[config.mk]
export PLATFORM = sky130hd
export DESIGN_NAME = pixel_mem_arbiter
export DESIGN_NICKNAME = d
export VERILOG_FILES = /design/src/rtl/pixel_mem_pkg.sv /design/src/rtl/vga_address_translator.sv /design/src/rtl/pixel_mem_arbiter.sv
export SDC_FILE = /design/constraint.sdc
export NUM_CORES = 1
export LEC_CHECK = 0
export CORE_MARGIN = 2
export CORE_UTILIZATION = 40
export CTS_CLUSTER_SIZE = 10
export DETAILED_ROUTE_END_ITERATION = 12
export PLACE_DENSITY_LB_ADDON = 0.25
export SLEW_MARGIN = 40
export SYNTH_ARGS = -nofsm -noshare
export SYNTH_HDL_FRONTEND = slang
export SYNTH_SLANG_ARGS = --single-unit
[constraint.sdc]
create_clock -name clk -period 9.85 [get_ports clk]
set_input_delay 1.97 -clock clk [delete_from_list [all_inputs] [get_ports clk]]
set_output_delay 1.97 -clock clk [all_outputs]
set_load 0.05 [all_outputs]
[src/rtl/pixel_mem_pkg.sv]
// Shared definitions for the pixel RAM arbiter: screen geometry, bus widths,
// requester indices, the arbiter state type and a coordinate range helper.
package pixel_mem_pkg;

   localparam int MAX_X  = 160;
   localparam int MAX_Y  = 120;

   localparam int X_W    = 8;
   localparam int Y_W    = 7;
   localparam int ADDR_W = 15;
   localparam int COL_W  = 3;

   localparam int REQ_SCAN  = 0;
   localparam int REQ_MAP   = 1;
   localparam int REQ_DRAW  = 2;
   localparam int REQ_CLEAN = 3;

   typedef enum logic {
      ARB_IDLE,
      ARB_OWNED
   } arb_state_t;

   // True when (x, y) lies on the 160x120 screen.
   function automatic logic coord_in_range(input logic [X_W-1:0] cx,
                                           input logic [Y_W-1:0] cy);
      return (cx < X_W'(MAX_X)) && (cy < Y_W'(MAX_Y));
   endfunction

endpackage

[src/rtl/vga_address_translator.sv]
// Converts a 160x120 screen coordinate into a linear pixel RAM address,
// y*160 + x, built from shifts.  The sum is formed directly at 15 bits,
// which wraps identically to a 16-bit sum truncated to 15 bits.
module vga_address_translator
   import pixel_mem_pkg::*;
(
   input  logic [X_W-1:0]    x,
   input  logic [Y_W-1:0]    y,
   output logic [ADDR_W-1:0] mem_address
);

   logic [ADDR_W-1:0] x_ext;
   logic [ADDR_W-1:0] y_ext;

   assign x_ext       = ADDR_W'(x);
   assign y_ext       = ADDR_W'(y);
   assign mem_address = (y_ext << 7) + (y_ext << 5) + x_ext;

endmodule

[src/rtl/pixel_mem_arbiter.sv]
// Shares the single pixel RAM port between the scan, map, draw and clean
// engines.  Grants are bounded bursts with a one-cycle bubble between owners,
// reads return one cycle after issue to the issuing requester, and
// off-screen accesses are flagged and never written.
// Build option: define PIXEL_ARB_RR_EN for round-robin arbitration; without
// it the lowest requester index wins.
module pixel_mem_arbiter
   import pixel_mem_pkg::*;
#(
   parameter int N_REQ     = 4,
   parameter int MAX_BURST = 16
)(
   input  logic                   clk,
   input  logic                   resetn,
   input  logic [N_REQ-1:0]       req,
   input  logic [N_REQ-1:0]       we,
   input  logic [X_W*N_REQ-1:0]   x,
   input  logic [Y_W*N_REQ-1:0]   y,
   input  logic [COL_W*N_REQ-1:0] wdata,
   output logic [N_REQ-1:0]       gnt,
   output logic [N_REQ-1:0]       rvalid,
   output logic [COL_W-1:0]       rdata,
   output logic                   oob_err,
   output logic [ADDR_W-1:0]      mem_addr,
   output logic                   mem_wren,
   output logic [COL_W-1:0]       mem_wdata,
   input  logic [COL_W-1:0]       mem_rdata
);

   localparam int         IDX_W     = (N_REQ > 1) ? $clog2(N_REQ) : 1;
   localparam logic [7:0] BURST_LIM = 8'(MAX_BURST);

   arb_state_t       state;
   logic [IDX_W-1:0] owner;
   logic [7:0]       burst_cnt;
   logic             rd_oob;
   logic [IDX_W-1:0] winner;

   logic [X_W-1:0]   own_x;
   logic [Y_W-1:0]   own_y;
   logic             in_range;
   logic             issue;
   logic             others_waiting;
   logic [7:0]       cnt_next;
   logic [N_REQ-1:0] own_mask;

`ifdef PIXEL_ARB_RR_EN
   logic [IDX_W-1:0] rr_ptr;

   // Round-robin: first requester found searching upward from the pointer.
   function automatic logic [IDX_W-1:0] pick_winner(input logic [N_REQ-1:0] r,
                                                    input logic [IDX_W-1:0] start);
      logic [IDX_W-1:0] win;
      logic             found;
      int               k;
      win   = '0;
      found = 1'b0;
      for (int i = 0; i < N_REQ; i++) begin
         k = (int'(start) + i) % N_REQ;
         if (!found && r[k]) begin
            win   = IDX_W'(k);
            found = 1'b1;
         end
      end
      return win;
   endfunction

   // Candidate winner for the next arbitration edge.
   always_comb begin
      winner = pick_winner(req, rr_ptr);
   end
`else
   // Fixed priority: the lowest requesting index wins.
   function automatic logic [IDX_W-1:0] pick_winner(input logic [N_REQ-1:0] r);
      logic [IDX_W-1:0] win;
      win = '0;
      for (int i = N_REQ - 1; i >= 0; i--) begin
         if (r[i]) win = IDX_W'(i);
      end
      return win;
   endfunction

   // Candidate winner for the next arbitration edge.
   always_comb begin
      winner = pick_winner(req);
   end
`endif

   // Owner's request fields, access qualification and burst bookkeeping.
   always_comb begin
      own_x          = x[int'(owner)*X_W +: X_W];
      own_y          = y[int'(owner)*Y_W +: Y_W];
      mem_wdata      = wdata[int'(owner)*COL_W +: COL_W];
      in_range       = coord_in_range(own_x, own_y);
      issue          = (state == ARB_OWNED) && gnt[owner] && req[owner];
      mem_wren       = issue && we[owner] && in_range;
      own_mask       = '0;
      own_mask[owner] = 1'b1;
      others_waiting = |(req & ~own_mask);
      cnt_next       = (burst_cnt >= BURST_LIM) ? BURST_LIM : burst_cnt + 8'd1;
   end

   vga_address_translator u_addr (
      .x           (own_x),
      .y           (own_y),
      .mem_address (mem_addr)
   );

   // Read data is only meaningful while rvalid is up; off-screen reads return 0.
   assign rdata = ((|rvalid) && !rd_oob) ? mem_rdata : '0;

   // Arbiter FSM: grant, burst limiting, release, and read/error return flags.
   always_ff @(posedge clk or negedge resetn) begin
      if (!resetn) begin
         state     <= ARB_IDLE;
         owner     <= '0;
         gnt       <= '0;
         burst_cnt <= '0;
         rvalid    <= '0;
         rd_oob    <= 1'b0;
         oob_err   <= 1'b0;
`ifdef PIXEL_ARB_RR_EN
         rr_ptr    <= '0;
`endif
      end else begin
         rvalid  <= '0;
         oob_err <= 1'b0;
         if (issue) begin
            oob_err <= !in_range;
            if (!we[owner]) begin
               rvalid[owner] <= 1'b1;
               rd_oob        <= !in_range;
            end
         end

         case (state)
            ARB_IDLE: begin
               if (|req) begin
                  gnt         <= '0;
                  gnt[winner] <= 1'b1;
                  owner       <= winner;
                  burst_cnt   <= '0;
                  state       <= ARB_OWNED;
`ifdef PIXEL_ARB_RR_EN
                  rr_ptr      <= (int'(winner) == N_REQ - 1) ? '0 : winner + 1'b1;
`endif
               end
            end
            ARB_OWNED: begin
               if (!req[owner]) begin
                  gnt   <= '0;
                  state <= ARB_IDLE;
               end else begin
                  burst_cnt <= cnt_next;
                  if ((cnt_next == BURST_LIM) && others_waiting) begin
                     gnt   <= '0;
                     state <= ARB_IDLE;
                  end
               end
            end
            default: begin
               gnt   <= '0;
               state <= ARB_IDLE;
            end
         endcase
      end
   end

endmodule

==> results.cfg, run 1 <==
[sta]
setup_viol = 0
min_period_over_period_pct = 75.4
slew_headroom_pct = 57.8
clock_skew_ns = 0.00132
timing.final.crit_period_ns = 7.43
rsz0062_at_grt = false
maxSlewViolCount = 0
hold_viol_final = 0
finalSetupTns_ns = 0
worstMarginPinSlew_ns = 0.632
fmax_ghz = 0.135

[synthesis]
synth_top_area_share_pct = 27.3
synth_nets = 277
synth_cells = 175
ys_types = 44
yosysSeqAreaShare_pct = 27.3
yosysWarnings = 0
synth_flop_cell = dfrtp_1
async_flop_share_pct = 100
synth-edff-count = 0
synth-seq-cells = 21
synth_area_leaders = dfrtp_1 27%, mux4_2 25%, ha_1 9.8%
synth_top_area_cell = dfrtp_1
synth_area_mm2 = 0.00192
syn-mean-instance-area_um2 = 11.0

[grt]
grt_pass1_wl_mm = 9.07
grt_use_total_pct = 21.6
grt-ovfl-total = 0
grt_max_degree = 22
grt_pass1_vias = 1922
antenna_found_initial = 0

[route]
drc = 0
wl_per_cell_um = 16.3
antenna_left = 0
firstDrtPassIters = 4
wirelength_mm = 5.58
vias = 1903
viasPerCell = 5.55
drt_iter0_markers = 77

[job]
maxCapViolations = 0

[min_path]
min_from = rd_oob
hp-class = register to register

[placement]
placed_cell_area_mm2 = 0.00310
portBuffers = 115
gp_congestion = 0.835
dp_hpwl_mm = 4.67

[layout]
syn_to_final_growth_pct = 64.3
nets = 392
diodes = 0
final_common_cell = clkdlybuf4s50_1
layout_common_cells = 114 x clkdlybuf4s50_1, 21 x mux4_2, 21 x dfrtp_1
final_cell_area_mm2 = 0.00316
drive_above_1_share_pct = 13.1

[critical_path]
startpoint = y[22]
arrival_ns = 5.46
critPathRequiredTime_ns = 7.88
start_kind = primary input
reg2reg_from = owner[0]
crit_path_max_fanout = 3
criticalPathCategory = primary input to output port
crit_path_end_kind = output port

[clock_network]
holdBufCountCts = 0
worstSkewPairLatency_ns = 0.26
clk_pin_slew_ns = 0.08
cts_buffers = 3
cts_buffer_depth = 2
cts_tree = yes
h-tree-depth = 1
cts_resized = 0
cts_sinks = 21
cts_setup_buffers = 0
root_buffer = clkbuf_8

[die]
initial_utilization_pct = 41.0
die_x_um = 73.3
die_area_mm2 = 0.00538
io_pins = 116
coreArea_mm2 = 0.00469
dieHeight_um = 73.3
rows = 25

[run_status]
status = finished, final reports clean
[synth_stat cells (3+ instances only)]
| cell type | count |
|---|---|
| o21ai_0 | 7 |
| dfrtp_1 | 21 |
| o21bai_1 | 3 |
| nor4_1 | 4 |
| a21oi_1 | 7 |
| nand3_1 | 7 |
| xnor2_1 | 4 |
| a21o_1 | 3 |
| inv_1 | 16 |
| and2_1 | 3 |
| and3_2 | 3 |
| mux4_2 | 21 |
| buf_2 | 4 |
| nor2_1 | 15 |
| ha_1 | 15 |
| nand2_1 | 6 |
[per-stage QoR]
step / utilization, % / cells / setup slack [ns] / hold slack [ns]
6_report: 67.3 / 343 / 2.42 / 0.485
5_1_grt: 67.3 / 343 / 2.22 / 0.557
4_1_cts: 67.1 / 343 / 2.43 / 0.494
3_5_place_dp: 66.2 / 339 / 2.44 / 0.476
3_3_place_gp: 66.3 / 339 / 2.49 / 0.472
2_1_floorplan: - / 175 / 3.28 / 0.451
[logic make-up after synthesis]
group                    count (synthesis)  synth area share, %
AND/OR/NAND/NOR                         49                 13.7
AO/OA/AOI/OAI                           37                 13.4
buffers and inverters                   23                 5.53
multiplexers                            23                 25.9
flip-flops                              21                 27.3
adder cells (fa/ha/maj)                 17                 11.8
XOR/XNOR                                 5                 2.28
[worst max-delay path, stage by stage]
cell	delay, ns
clkdlybuf4s50_1	0.39
mux4_2	0.51
ha_1	0.30
ha_1	0.23
fa_1	0.40
a21o_1	0.19
a21oi_1	0.30
o21a_1	0.16
nor2_1	0.05
nor2_1	0.12
clkdlybuf4s50_1	0.82
[cell type report]
cell class	instances	area, µm²
clock inverters	1	5.00
multi-input cells	131	1300
clock buffers	3	41.3
flip-flops and latches	21	526
fillers	396	1540
well taps	54	67.6
inverters	16	60.1
repair buffers	117	1160
[routing by layer]
| metal | vias up | wire length (µm) | part of all wire (%) | GRT usage (%) |
|---|---|---|---|---|
| met4 | 0 | 47 | 0.84 | 4.44 |
| met5 | - | 0 | 0 | 0 |
| li1 | 892 | - | - | - |
| met2 | 70 | 2870 | 51 | 39.0 |
| met1 | 933 | 2280 | 41 | 27.2 |
| met3 | 8 | 385 | 6.9 | 3.57 |
[worst paths after layout]
path	end	slack, ns	cells after the start
max	mem_addr[12]	2.42	11
min	rd_oob	0.49	2
min in group asynchronous	burst_cnt[7]	1.65	1
max reg2reg	burst_cnt[2]	7.45	6
max in group asynchronous	rvalid[3]	7.89	1
min reg2reg	rd_oob	0.49	2
[registers in the layout (all words and copies together), names as in the netlist]
register   flops
gnt            4
rd_oob         1
oob_err        1
state          1
rvalid         4
burst_cnt      8
owner          2
Power of run 1 is left out: the tool's default activity adds up to more than one toggle a clock period on the data nets, which glitch-free logic cannot reach.
==> inputs of run 2 (changes only) <==
--- a/config.mk
+++ b/config.mk
@@ -6,7 +6,7 @@
 export NUM_CORES = 1
 export LEC_CHECK = 0
 export CORE_MARGIN = 2
-export CORE_UTILIZATION = 40
+export CORE_UTILIZATION = 38
 export CTS_CLUSTER_SIZE = 10
 export DETAILED_ROUTE_END_ITERATION = 12
 export PLACE_DENSITY_LB_ADDON = 0.25
==> constraint.sdc (replaced) <==
create_clock -name clk -period 7.7 [get_ports clk]
set_input_delay 1.54 -clock clk [delete_from_list [all_inputs] [get_ports clk]]
set_output_delay 1.54 -clock clk [all_outputs]
set_load 0.05 [all_outputs]
==> run 2 against run 1 <==
Compared with the run above: hold slack better by 0.012 ns; via count is 1.2% lower; highest routed layer unchanged; flip-flop and latch count stayed put; setup slack worse by 1.3 ns; utilization is 1.1 points lower; routed wire length is 3.5% higher; sequential share of layout area hardly changed; largest cell class unchanged; global-route usage is 0.37 points higher; non-clock buffer count stayed put.
==> results.cfg, run 2 (synthesized netlist as in run 1, its figures left out) <==
[min_path]
hp-class = register to register
min_from = rd_oob
hold_depth = 2
hold_end = rd_oob

[placement]
pre_cts_slack_ns = 1.17
dp_cells = 352
dp_hpwl_mm = 4.74
gp_congestion = 0.843
portBuffers = 115

[critical_path]
startpoint = x[22]
crit_chain = clkdlybuf4s50_1, mux4_2, ha_1, ha_1, fa_1, a21o_1, a21oi_1, o21bai_1, a211oi_1, nor2_1, clkdlybuf4s50_1
criticalPathCategory = primary input to output port
critPathRequiredTime_ns = 6.16
cpPeakStageDelay_ns = 0.70
arrival_ns = 5.00
crit_path_end_kind = output port
reg2reg_slack_ns = 5.19
reg2reg_to = burst_cnt[2]
reg2reg_from = owner[1]
r2r_cells = 6
critPathSlowestCell = clkdlybuf4s50_1
start_kind = primary input
crit_path_max_fanout = 3

[layout]
top_regs = burst_cnt: 8 flops, gnt: 4 flops, rvalid: 4 flops
multi_input_area_mm2 = 0.00129
fin_cells = 356
layout_common_cells = 114 x clkdlybuf4s50_1, 21 x mux4_2, 20 x dfrtp_1
seqCellArea_um2 = 527
final_common_cell = clkdlybuf4s50_1
drive_above_1_share_pct = 13.1
syn_to_final_growth_pct = 64.8
largest_register = burst_cnt
nets = 392
fin_util_pct = 66.2
largest_reg_flops = 8
diodes = 0
fill_cells = 399

[clock_network]
root_buffer = clkbuf_8
h-tree-depth = 1
worstSkewPairLatency_ns = 0.27
cts_buffer_depth = 2
cts_resized = 0
cts_sinks = 21
cts_tree = yes
clk_pin_slew_ns = 0.08
holdBufCountCts = 0
cts_setup_buffers = 0
cts_buffers = 3

[route]
viasPerCell = 5.28
antenna_left = 0
drc = 0
drt_iter0_markers = 75
firstDrtPassIters = 6
vias = 1880
wl_per_cell_um = 16.2
wirelength_mm = 5.78

[grt]
antenna_found_initial = 0
grt-ovfl-total = 0
grt_max_degree = 22
grt_use_total_pct = 22.0
grt_pass1_wl_mm = 9.41
grt_pass1_vias = 1921

[sta]
hold_viol_final = 0
min_period_over_period_pct = 84.9
rsz0062_at_grt = false
timing.final.crit_period_ns = 6.54
slew_headroom_pct = 51.0
maxSlewViolCount = 0
setup_viol = 0
finalSetupTns_ns = 0
fmax_ghz = 0.153
worstMarginPinSlew_ns = 0.728
clock_skew_ns = 0.00392
setup_slack_ns = 1.16

[die]
initial_utilization_pct = 40.2
rows = 25
die_area_mm2 = 0.00564
dieHeight_um = 75.1
io_pins = 116
die_x_um = 75.1
coreArea_mm2 = 0.00479

[run_status]
status = finished, final reports clean

[job]
maxCapViolations = 0
[run 2: cell types whose count changed in the layout (fill, tap and decap cells not counted)]
cell / previous run / this run
nor4_2: 1 / 0
dfrtp_2: 0 / 1
nor4_1: 3 / 4
dfrtp_1: 21 / 20
[run 2: final cells by class]
type                            count  share of cell area (%)
Multi-Input combinational cell    131                    40.7
Timing Repair Buffer              117                    36.7
Sequential cell                    21                    16.6
Tap cell                           67                    2.65
Inverter                           16                    1.90
Clock buffer                        3                    1.30
Clock inverter                      1                   0.158
[run 2: how the worst max path moves through the flow]
stage,to,slack (ns)
2_1_floorplan,mem_addr[12],1.99
3_3_place_gp,mem_addr[11],1.21
3_5_place_dp,mem_addr[11],1.17
4_1_cts,mem_addr[11],1.16
5_1_grt,mem_addr[12],0.98
6_report,mem_addr[12],1.16
[run 2: per-layer routing]
layer	wire (µm)	GRT usage, %
met1	2390	27.3
met2	2880	38.4
met3	380	4.28
met4	130	6.94
met5	0	0
[run 2: through the flow]
stage	cell area, µm²	hold slack (ns)
6_report	3170	0.497
2_1_floorplan	1920	0.451
5_1_grt	3170	0.547
3_5_place_dp	3120	0.492
4_1_cts	3170	0.511
3_3_place_gp	3130	0.471
[run 2: worst max-delay path, delay by kind of cell]
family          cells  cell delay (ns)
mux                 1             0.49
fa+ha+maj           3             0.95
buf+inv             2             1.13
compound gates      4             0.83
simple gates        1             0.07
Power of run 2 is left out for the same reason.
==> inputs of run 3 (changes only) <==
--- a/config.mk
+++ b/config.mk
@@ -6,7 +6,7 @@
 export NUM_CORES = 1
 export LEC_CHECK = 0
 export CORE_MARGIN = 2
-export CORE_UTILIZATION = 38
+export CORE_UTILIZATION = 34
 export CTS_CLUSTER_SIZE = 10
 export DETAILED_ROUTE_END_ITERATION = 12
 export PLACE_DENSITY_LB_ADDON = 0.25
==> constraint.sdc (replaced) <==
create_clock -name clk -period 5.75 [get_ports clk]
set_input_delay 1.15 -clock clk [delete_from_list [all_inputs] [get_ports clk]]
set_output_delay 1.15 -clock clk [all_outputs]
set_load 0.05 [all_outputs]
==> run 3 against run 2 <==
Compared with the run above: hold slack got worse by 0.013 ns; routed wire length is essentially flat; clock-buffer cell count did not move; first-iteration DRC count shrank 36%; via count decreased by 1.2%; register-to-register slack worse by 1.9 ns; critical path depth is the same; highest routed layer unchanged.
==> results.cfg, run 3 (synthesized netlist as in run 1, its figures left out) <==
[sta]
fmax_ghz = 0.192
timing.final.crit_period_ns = 5.22
setup_viol = 0
min_period_over_period_pct = 90.7
finalSetupTns_ns = 0
worstMarginPinSlew_ns = 0.735
hold_viol_final = 0
clock_skew_ns = 0.00747
slew_headroom_pct = 50.6
rsz0062_at_grt = false
maxSlewViolCount = 0

[clock_network]
cts_setup_buffers = 0
cts_sinks = 21
cts_buffers = 3
worstSkewPairLatency_ns = 0.27
cts_resized = 0
clk_pin_slew_ns = 0.07
cts_buffer_depth = 2
root_buffer = clkbuf_8
holdBufCountCts = 0
h-tree-depth = 1
cts_tree = yes

[min_path]
hold_end = rd_oob
min_from = rd_oob
hp-class = register to register
hold_depth = 2

[route]
wl_per_cell_um = 16.0
firstDrtPassIters = 4
wirelength_mm = 5.78
drt_iter0_markers = 48
drc = 0
antenna_left = 0
vias = 1857
viasPerCell = 5.13

[die]
die_x_um = 79.2
initial_utilization_pct = 35.1
io_pins = 116
coreArea_mm2 = 0.00547
dieHeight_um = 79.2
die_area_mm2 = 0.00627
rows = 27

[critical_path]
r2r_cells = 6
criticalPathCategory = primary input to output port
critPathSlowestCell = mux4_2
critPathRequiredTime_ns = 4.60
cpPeakStageDelay_ns = 0.49
crit_path_max_fanout = 3
crit_chain = clkdlybuf4s50_1, mux4_2, ha_1, ha_1, fa_1, a21o_1, a21oi_1, o21bai_1, a211oi_1, nor2_1, buf_12
crit_path_end_kind = output port
startpoint = x[30]
arrival_ns = 4.07
start_kind = primary input
reg2reg_to = burst_cnt[2]
reg2reg_slack_ns = 3.27
reg2reg_from = owner[1]
cpMostUsedCell = ha_1

[grt]
grt_pass1_wl_mm = 9.37
grt_max_degree = 22
grtUsageMet3_pct = 3.52
antenna_found_initial = 0
grt-ovfl-total = 0
grtUsageMet1_pct = 22.6
met2_usage_pct = 34.7
grt_pass1_vias = 1901
top_usage_layer = met2
grt_use_total_pct = 18.9

[placement]
gp_congestion = 0.844
portBuffers = 115
dp_hpwl_mm = 4.84
dp_cells = 358

[layout]
drive_above_1_share_pct = 15.5
final_common_cell = clkdlybuf4s50_1
fill_cells = 483
layout_common_cells = 108 x clkdlybuf4s50_1, 21 x mux4_2, 20 x dfrtp_1
syn_to_final_growth_pct = 65.4
largest_register = burst_cnt
top_regs = burst_cnt: 8 flops, gnt: 4 flops, rvalid: 4 flops
diodes = 0
nets = 393
largest_reg_flops = 8
fin_cells = 362

[run_status]
status = finished, final reports clean

[job]
maxCapViolations = 0
[run 3: changes by cell type in the layout (fill, tap and decap cells not counted), sizes merged]
| cell | previous run | this run |
|---|---|---|
| buf | 3 | 10 |
| clkdlybuf4s50 | 114 | 108 |
[run 3: routing by layer]
layer  vias up  part of all wire [%]
met1       886                    42
met5         -                     0
met2        61                    51
met3         7                   6.2
li1        903                     -
met4         0                   1.2
[run 3: layout make-up]
type / instances / area, µm² / area share (%)
Clock buffer: 3 / 41.3 / 1.30
Clock inverter: 1 / 5.00 / 0.157
Inverter: 16 / 60.1 / 1.89
Multi-Input combinational cell: 131 / 1290 / 40.6
Sequential cell: 21 / 527 / 16.6
Tap cell: 72 / 90.1 / 2.83
Timing Repair Buffer: 118 / 1170 / 36.7
[run 3: how the worst max path moves through the flow]
stage | end | slack [ns] | depth (start not counted)
final | mem_addr[12] | 0.53 | 11
after floorplan | mem_addr[12] | 0.82 | 9
after CTS | mem_addr[12] | 0.53 | 11
after global routing | mem_addr[12] | 0.41 | 11
after detailed placement | mem_addr[12] | 0.55 | 11
after global placement | mem_addr[12] | 0.59 | 11
[run 3: worst max-delay path, delay by kind of cell]
family,cells,cell delay [ns]
adder cells (fa/ha/maj),3,0.96
buffers and inverters,2,0.56
AO/OA/AOI/OAI,4,0.80
AND/OR/NAND/NOR,1,0.10
multiplexers,1,0.49
[run 3: stage by stage]
stage / worst slack (ns) / utilization [%] / hold WS [ns] / instance area [µm²]
after floorplan: 0.820 / - / 0.451 / 1920
after global placement: 0.591 / 57.3 / 0.470 / 3140
after detailed placement: 0.546 / 57.2 / 0.471 / 3130
after CTS: 0.527 / 58.1 / 0.488 / 3180
after global routing: 0.408 / 58.1 / 0.511 / 3180
final: 0.534 / 58.1 / 0.484 / 3180
Power of run 3 is left out for the same reason.
